**src/rtl/cr_xp10_decomp_hufd_tbl_mgr.sv**
```systemverilog
// Round-robin multi-bank Huffman table manager between htf (table build) and sdd (symbol decode).
// Optional flush logic is enabled by defining CR_XP10_DECOMP_HUFD_TBL_MGR_FLUSH_EN.
module cr_xp10_decomp_hufd_tbl_mgr #(
    parameter int unsigned NUM_BANKS = 2,
    parameter int unsigned FMT_W     = 4,
    parameter int unsigned INFO_W    = 16,
    parameter int unsigned BANK_W    = $clog2(NUM_BANKS)
) (
    input  logic              clk,
    input  logic              rst_n,
    input  logic              htf_mgr_complete_valid,
    input  logic [FMT_W-1:0]  htf_mgr_complete_fmt,
    input  logic [INFO_W-1:0] htf_mgr_complete_info,
    input  logic              htf_mgr_complete_error,
    output logic              mgr_htf_wr_avail,
    output logic [BANK_W-1:0] mgr_htf_wr_bank,
    output logic              mgr_sdd_rd_valid,
    output logic [BANK_W-1:0] mgr_sdd_rd_bank,
    output logic [FMT_W-1:0]  mgr_sdd_rd_fmt,
    output logic [INFO_W-1:0] mgr_sdd_rd_info,
    output logic              mgr_sdd_rd_error,
    input  logic              sdd_mgr_rd_ready,
    input  logic              sdd_mgr_release,
    input  logic              mgr_flush,
    output logic [BANK_W:0]   mgr_occupancy,
    output logic              mgr_overflow_err,
    output logic              mgr_underflow_err
);

    localparam logic [BANK_W-1:0] LAST_BANK   = BANK_W'(NUM_BANKS - 1);
    localparam logic [BANK_W:0]   NUM_BANKS_C = (BANK_W + 1)'(NUM_BANKS);

    logic [BANK_W-1:0] fill_ptr;
    logic [BANK_W-1:0] rd_ptr;
    logic [BANK_W-1:0] rel_ptr;
    logic [BANK_W:0]   ready_cnt;
    logic [BANK_W:0]   active_cnt;
    logic [BANK_W:0]   occ;
    logic              overflow_err;
    logic              underflow_err;

    logic [FMT_W-1:0]  fmt_mem  [NUM_BANKS];
    logic [INFO_W-1:0] info_mem [NUM_BANKS];
    logic              err_mem  [NUM_BANKS];

    logic avail;
    logic rd_valid;
    logic do_complete;
    logic do_pop;
    logic do_release;
    logic flush;

    function automatic logic [BANK_W-1:0] next_ptr(input logic [BANK_W-1:0] p);
        return (p == LAST_BANK) ? '0 : p + BANK_W'(1);
    endfunction

`ifdef CR_XP10_DECOMP_HUFD_TBL_MGR_FLUSH_EN
    assign flush = mgr_flush;
`else
    logic unused_flush;
    assign unused_flush = mgr_flush;
    assign flush        = 1'b0;
`endif

    assign occ         = ready_cnt + active_cnt;
    assign avail       = occ < NUM_BANKS_C;
    assign rd_valid    = ready_cnt != '0;
    assign do_complete = htf_mgr_complete_valid & avail;
    assign do_pop      = rd_valid & sdd_mgr_rd_ready;
    assign do_release  = sdd_mgr_release & (active_cnt != '0);

    always_ff @(posedge clk or negedge rst_n) begin
        if (!rst_n) begin
            fill_ptr      <= '0;
            rd_ptr        <= '0;
            rel_ptr       <= '0;
            ready_cnt     <= '0;
            active_cnt    <= '0;
            overflow_err  <= 1'b0;
            underflow_err <= 1'b0;
        end else if (flush) begin
            // Error flags deliberately survive a flush.
            fill_ptr   <= '0;
            rd_ptr     <= '0;
            rel_ptr    <= '0;
            ready_cnt  <= '0;
            active_cnt <= '0;
        end else begin
            if (do_complete) fill_ptr <= next_ptr(fill_ptr);
            if (do_pop)      rd_ptr   <= next_ptr(rd_ptr);
            if (do_release)  rel_ptr  <= next_ptr(rel_ptr);
            ready_cnt  <= ready_cnt + {{BANK_W{1'b0}}, do_complete}
                                    - {{BANK_W{1'b0}}, do_pop};
            active_cnt <= active_cnt + {{BANK_W{1'b0}}, do_pop}
                                     - {{BANK_W{1'b0}}, do_release};
            if (htf_mgr_complete_valid && !avail)        overflow_err  <= 1'b1;
            if (sdd_mgr_release && (active_cnt == '0))   underflow_err <= 1'b1;
        end
    end

    // Metadata needs no reset: it is only visible while its bank is READY.
    always_ff @(posedge clk) begin
        if (do_complete && !flush) begin
            fmt_mem[fill_ptr]  <= htf_mgr_complete_fmt;
            info_mem[fill_ptr] <= htf_mgr_complete_info;
            err_mem[fill_ptr]  <= htf_mgr_complete_error;
        end
    end

    assign mgr_htf_wr_avail  = avail;
    assign mgr_htf_wr_bank   = fill_ptr;
    assign mgr_sdd_rd_valid  = rd_valid;
    assign mgr_sdd_rd_bank   = rd_ptr;
    assign mgr_sdd_rd_fmt    = rd_valid ? fmt_mem[rd_ptr]  : '0;
    assign mgr_sdd_rd_info   = rd_valid ? info_mem[rd_ptr] : '0;
    assign mgr_sdd_rd_error  = rd_valid ? err_mem[rd_ptr]  : 1'b0;
    assign mgr_occupancy     = occ;
    assign mgr_overflow_err  = overflow_err;
    assign mgr_underflow_err = underflow_err;

endmodule

```
**config.mk**
```make
export PLATFORM = sky130hd
export DESIGN_NAME = cr_xp10_decomp_hufd_tbl_mgr
export DESIGN_NICKNAME = d
export VERILOG_FILES = /design/src/rtl/cr_xp10_decomp_hufd_tbl_mgr.sv
export SDC_FILE = /design/constraint.sdc
export NUM_CORES = 1
export LEC_CHECK = 0
export BUFFER_PORTS_ARGS = -buffer_cell sky130_fd_sc_hd__buf_4
export CORE_MARGIN = 1
export CORE_UTILIZATION = 48
export CTS_CLUSTER_DIAMETER = 60
export CTS_CLUSTER_SIZE = 25
export DETAILED_ROUTE_END_ITERATION = 12
export PLACE_DENSITY_LB_ADDON = 0.3
export SETUP_SLACK_MARGIN = 0.02
export SKIP_LAST_GASP = 1
export SYNTH_ARGS = -nofsm -noshare
export SYNTH_HDL_FRONTEND = slang
export SYNTH_SLANG_ARGS = --single-unit
```
**constraint.sdc**
```tcl
create_clock -name clk -period 5.1 [get_ports clk]
set_clock_uncertainty 0.15 [all_clocks]
set_input_delay 0.51 -clock clk [delete_from_list [all_inputs] [get_ports clk]]
set_output_delay 0.51 -clock clk [all_outputs]
set_load 0.05 [all_outputs]
```
[Word-level counts from Yosys, hierarchy flattened]
Memories as Yosys holds them, arrays and structs flattened.
Index checks and enable logic that the tools add are counted.
Storage, ports and cells
  memories: 3
  input bits: 27
  bits in writable memories: 42
  register bits: 8
  logic and storage cells: 33
Operators by class
  multiplexer cells: 7
  add/subtract/negate cells: 7
  reductions and logical operators: 6
  bitwise operators: 3
  magnitude comparators: 1
Memories
  info_mem: words 2, bits a word 16, rd ports 1, clocked after Yosys merged registers in 0, wr ports 1, line 43  | logic [INFO_W-1:0] info_mem [NUM_BANKS];
  fmt_mem: words 2, bits a word 4, rd ports 1, clocked after Yosys merged registers in 0, wr ports 1, line 42  | logic [FMT_W-1:0] fmt_mem [NUM_BANKS];
  err_mem: words 2, bits a word 1, rd ports 1, clocked after Yosys merged registers in 0, wr ports 1, line 44  | logic err_mem [NUM_BANKS];
Operator list (count)
  $mux 16: 1
  $mux 1: 5
  $add 2x1->2: 2
  $mux 4: 1
  $reduce_bool 2->1: 2
  $sub 2x1->2: 2
  $and 1x1->1: 3
  $add 1x1->1 const B: 2
  $add 2x2->2: 1
  $logic_and 1x1->1: 2
  $logic_not 2->1: 1
  $lt 2x2->1 const B: 1
  $logic_not 1->1: 1

[Depth between registers and ports, before layout]
  depth after elaboration: 5
  depth in mapped cells: 6
  mapped depth without buffers: 6

[Least setup slack after synthesis]
No wires, ideal clock.
  kind: register to register
  start point: register ready_cnt[0]
  end point: memory err_mem[0], enable pin
  library setup time: 0.399 ns
  arrival: 2.113 ns
  buffers on the path: 0
  setup slack: 2.439 ns
  required time: 4.551 ns
  stages on the path, launching flop included: 5
  clock period less this slack: 2.661 ns
  cells stage by stage: dfrtp_1 > ha_1 > xnor3_2 > nand2_4 > nor2_1
Between the ends
  cells in the longest elaborated chain, start to end: 5
Ends and longest elaborated chain
  start: declaration: line 36  | logic [BANK_W:0] ready_cnt;
  start signal: assignment: line 92  | ready_cnt <= ready_cnt + {{BANK_W{1'b0}}, do_complete}
  $add 2x2->2: line 65  | assign occ = ready_cnt + active_cnt;
  $lt 2x2->1: line 66  | assign avail = occ < NUM_BANKS_C;
  net mgr_htf_wr_avail: line 15  | output logic mgr_htf_wr_avail,
  $and 1x1->1: line 68  | assign do_complete = htf_mgr_complete_valid & avail;
  $mux 1: line 103  | if (do_complete && !flush) begin
  $mux 1 (implied by the code): line 106  | err_mem[fill_ptr] <= htf_mgr_complete_error;
  end: declaration: line 44
The timed path passes the listed nets, and every way through them passes these cells.

[Worst setup path after layout]
  start point: register rd_ptr, in the netlist mgr_sdd_rd_bank
  end point: output port mgr_sdd_rd_info[7]
Between the ends
  cells in the longest elaborated chain, start to end: 2
Ends and longest elaborated chain
  start: declaration: line 34  | logic [BANK_W-1:0] rd_ptr;
  start signal: assignment: line 90  | if (do_pop) rd_ptr <= next_ptr(rd_ptr);
  $mem_v2 2x16
  $mux 16: line 115  | assign mgr_sdd_rd_info = rd_valid ? info_mem[rd_ptr] : '0;
  end: declaration: line 20  | output logic [INFO_W-1:0] mgr_sdd_rd_info,
No other way between the ends.

==> results list <==
* Crit path required time: 4.44 ns
* Setup Buffers After CTS: 0
- Later-pin clock latency in the skew report: 0.29 ns
- Critical Path Sink Type: output pin
- Number of DRC markers in iteration 0: 22
* Start point of the worst min-delay path: htf_mgr_complete_info[4]
- Inserted Clock Buffers: 5
* Register bit total from synthesis: 50
* Final Slew Violations: 0
- Cell count of the worst reg-to-reg path: 4
* Total Die Area: 0.00448 sq mm
- Average routed wire per standard cell: 14.7 um
- Residual DRC count: 0
- Counting instances in the post-synthesis netlist gives the leading cell types as sky130_fd_sc_hd__edfxtp_1, sky130_fd_sc_hd__nor2_1, sky130_fd_sc_hd__mux2i_1.
- Die extent in x: 66.9 um
- Total global-route track usage: 16.9%
* Final critical-path required period: 2.69 ns
* Largest fanout on the critical path: 23
- The most used flip-flop cell after synthesis is sky130_fd_sc_hd__edfxtp_1.
* Via count of the first global-routing pass: 1143
- Synthesis produced a netlist with a net count of 157.
* Main area contributors after synthesis: sky130_fd_sc_hd__edfxtp_1, sky130_fd_sc_hd__mux2i_1, sky130_fd_sc_hd__dfrtp_1, sky130_fd_sc_hd__nor2_1, sky130_fd_sc_hd__ha_1
- Post-cts repair resize count: 0
- TritonCTS built the clock tree.
* Main combinational cell family by area after synthesis: multiplexers
* Number of primary I/O pins: 56
* Detailed-placement wirelength estimate: 2320 um
* Placeable Area: 0.00403 sq mm
* Instance area at placement: 0.00247 sq mm
* Slowest stage cell on the critical path: sky130_fd_sc_hd__dfrtp_1
* Syn Inst Count: 127
- Counting flops with a built-in enable in the synthesized netlist gives 42.
* Share of post-route cells with drive strength above 1: 35.9%
* Seq/Total Area, Yosys: 72.2%
- Max Clock Freq: 0.372 GHz
- Vias: 1148
- Xor/xnor cell area share of the yosys netlist: 4.58%
* Global route overflow: 0
- In this run the vertical extent of the chip is 66.9 um.
- After routing the design area is 0.00259 sq mm.
- Cell at the root of the clock tree: sky130_fd_sc_hd__clkbuf_8
* Diode count: 0
- Most frequent cell after synthesis: sky130_fd_sc_hd__edfxtp_1
* Hold buffer count at CTS: 1
- Path class of the lowest-slack min-delay path: input pin to register
* Clock edge transition at the registers on the reported setup and hold paths: 0.08 ns
* Total negative setup slack: 0 ns
* Routability Congestion: 0.725
- Along the worst hold path, the cell count comes to 1.
* Synth Area in Simple Gates: 6.43%
- Of all cell types, the one taking the most synthesized area is sky130_fd_sc_hd__edfxtp_1.
- Status: finished clean
- Across the run, the number of max-cap violations was 0.
* Setup repair after global routing missed its margin: no
- The synthesized netlist devotes 2.84% of its cell area to compound gates.
* Reg2reg end: info_mem[0][9]
- Entering global routing, the biggest net connects 24 pins.
- No sink is reached through more buffers than the 2 on the longest clock path.
- Wire length of the first global-routing pass: 5200 um
- Hold violation total from the final report: 0
- 1st-pass router iterations: 4
- Layout overhead on the synthesized area: 27.8%
- Proportion of synthesized area in mux cells: 10.4%
- By startpoint and endpoint, the worst setup path is classified as register to output pin.
- Capture endpoint of the worst hold path: info_mem[1][4]
- At the pin with the least slew margin, the transition time is 1.18 ns.
- Reg2reg start: ready_cnt[0]
* Effective utilization at floorplan: 50.2%
* Arithmetic-cell share of the synthesized area counting full adders, half adders and majority gates: 1.86%
- Final number of setup-violating endpoints: 0
- The clock drives 50 sinks.
* Worst Hold Slack: 0.249 ns
* Mean area per synthesized cell: 15.9 sq um
* Pre-CTS setup slack: 2.60 ns
- Distinct cell type count of the synthesized netlist: 22
- H-tree levels: 2
- For this run, asynchronously set or reset flops after synthesis account for 16.0%.
- The number of antenna violations at the first check in global routing came to 0.
- In this run the cell area of the synthesized design comes to 0.00202 sq mm.
* Crit path cell chain: mux2i_1 > nor2_1 > buf_4
* Reg-to-reg slack, setup: 2.64 ns
* Final routed wirelength across all metal layers: 3450 um
- Worst path arrival time: 2.03 ns
- Final clock period utilization by the worst path: 52.7%
- Avg Vias per Cell: 4.91
* Crit start category: register
- Cell Rows: 23
- The final layout contains 213 nets.
- Warnings, synthesis: 0
- Number of routed nets with antenna violations: 0
- Worst slew margin relative to its limit: 21.3%
- Final setup slack of the worst path: 2.41 ns
- Count of buffers from port buffering: 54
- The largest single stage delay on the critical path is 1.13 ns.
* Top-area cell type share of the netlist area: 62.3%
[stage by stage]
step	util [%]	cells
finish	64.2	234
global route	64.2	234
CTS	64.2	234
detailed placement	61.3	225
global placement	61.3	225
floorplan	-	127
[sequential cells by signal, indices dropped and copies added, names as in the netlist]
name,flops
fmt_mem,8
mgr_htf_wr_bank,1
mgr_overflow_err,1
ready_cnt,2
active_cnt,2
err_mem,2
mgr_sdd_rd_bank,1
mgr_underflow_err,1
info_mem,32
[logic make-up after synthesis]
logic type / Yosys count
flops: 50
simple gates: 29
mux: 21
compound gates: 8
xor+xnor: 8
buf+inv: 8
fa+ha+maj: 3
[how the worst max path moves through the flow]
stage | slack (ns) | depth (start not counted) | start | endpoint
after global routing | 2.24 | 3 | mgr_sdd_rd_bank | mgr_sdd_rd_info[9]
after CTS | 2.36 | 3 | mgr_sdd_rd_bank | mgr_sdd_rd_info[9]
after global placement | 2.67 | 4 | ready_cnt[0] | fmt_mem[0][3]
after detailed placement | 2.60 | 4 | ready_cnt[0] | fmt_mem[0][3]
final | 2.41 | 3 | mgr_sdd_rd_bank | mgr_sdd_rd_info[7]
after floorplan | 2.44 | 4 | ready_cnt[0] | err_mem[0]
[cell type report]
class | instances | area, sq um
clock buffers | 7 | 76.3
clock inverters | 1 | 30.0
fillers | 309 | 1440
inverters | 2 | 7.51
multi-input cells | 69 | 533
flip-flops and latches | 50 | 1460
well taps | 50 | 62.6
repair buffers | 55 | 415
[cells in the final DEF, fill, tap and decap left out, types with 3 or more instances in the layout]
cell type / synthesis / layout
sky130_fd_sc_hd__xnor2_1: 4 / 4
sky130_fd_sc_hd__buf_4: 0 / 54
sky130_fd_sc_hd__clkbuf_8: 0 / 5
sky130_fd_sc_hd__dfrtp_1: 8 / 8
sky130_fd_sc_hd__nor2_1: 24 / 22
sky130_fd_sc_hd__mux2i_1: 21 / 21
sky130_fd_sc_hd__edfxtp_1: 42 / 42
sky130_fd_sc_hd__ha_1: 3 / 3
[critical path, delay by kind of cell (launching register included)]
kind                   cells  cell delay [ns]
DFF                        1             1.13
and+or+nand+nor            1             0.08
buffers and inverters      1             0.24
muxes                      1             0.29
[routing by layer]
metal  track usage [%]  vias up  part of all wire (%)
met5                 0        -                     0
met4              7.18        0                   1.1
met3              5.48        4                   5.5
met2              29.7       32                    54
met1              18.7      541                    40
li1                  -      571                     -
Power is left out: the tool's default activity adds up to more than one toggle a clock period on the data nets, which glitch-free logic cannot reach.
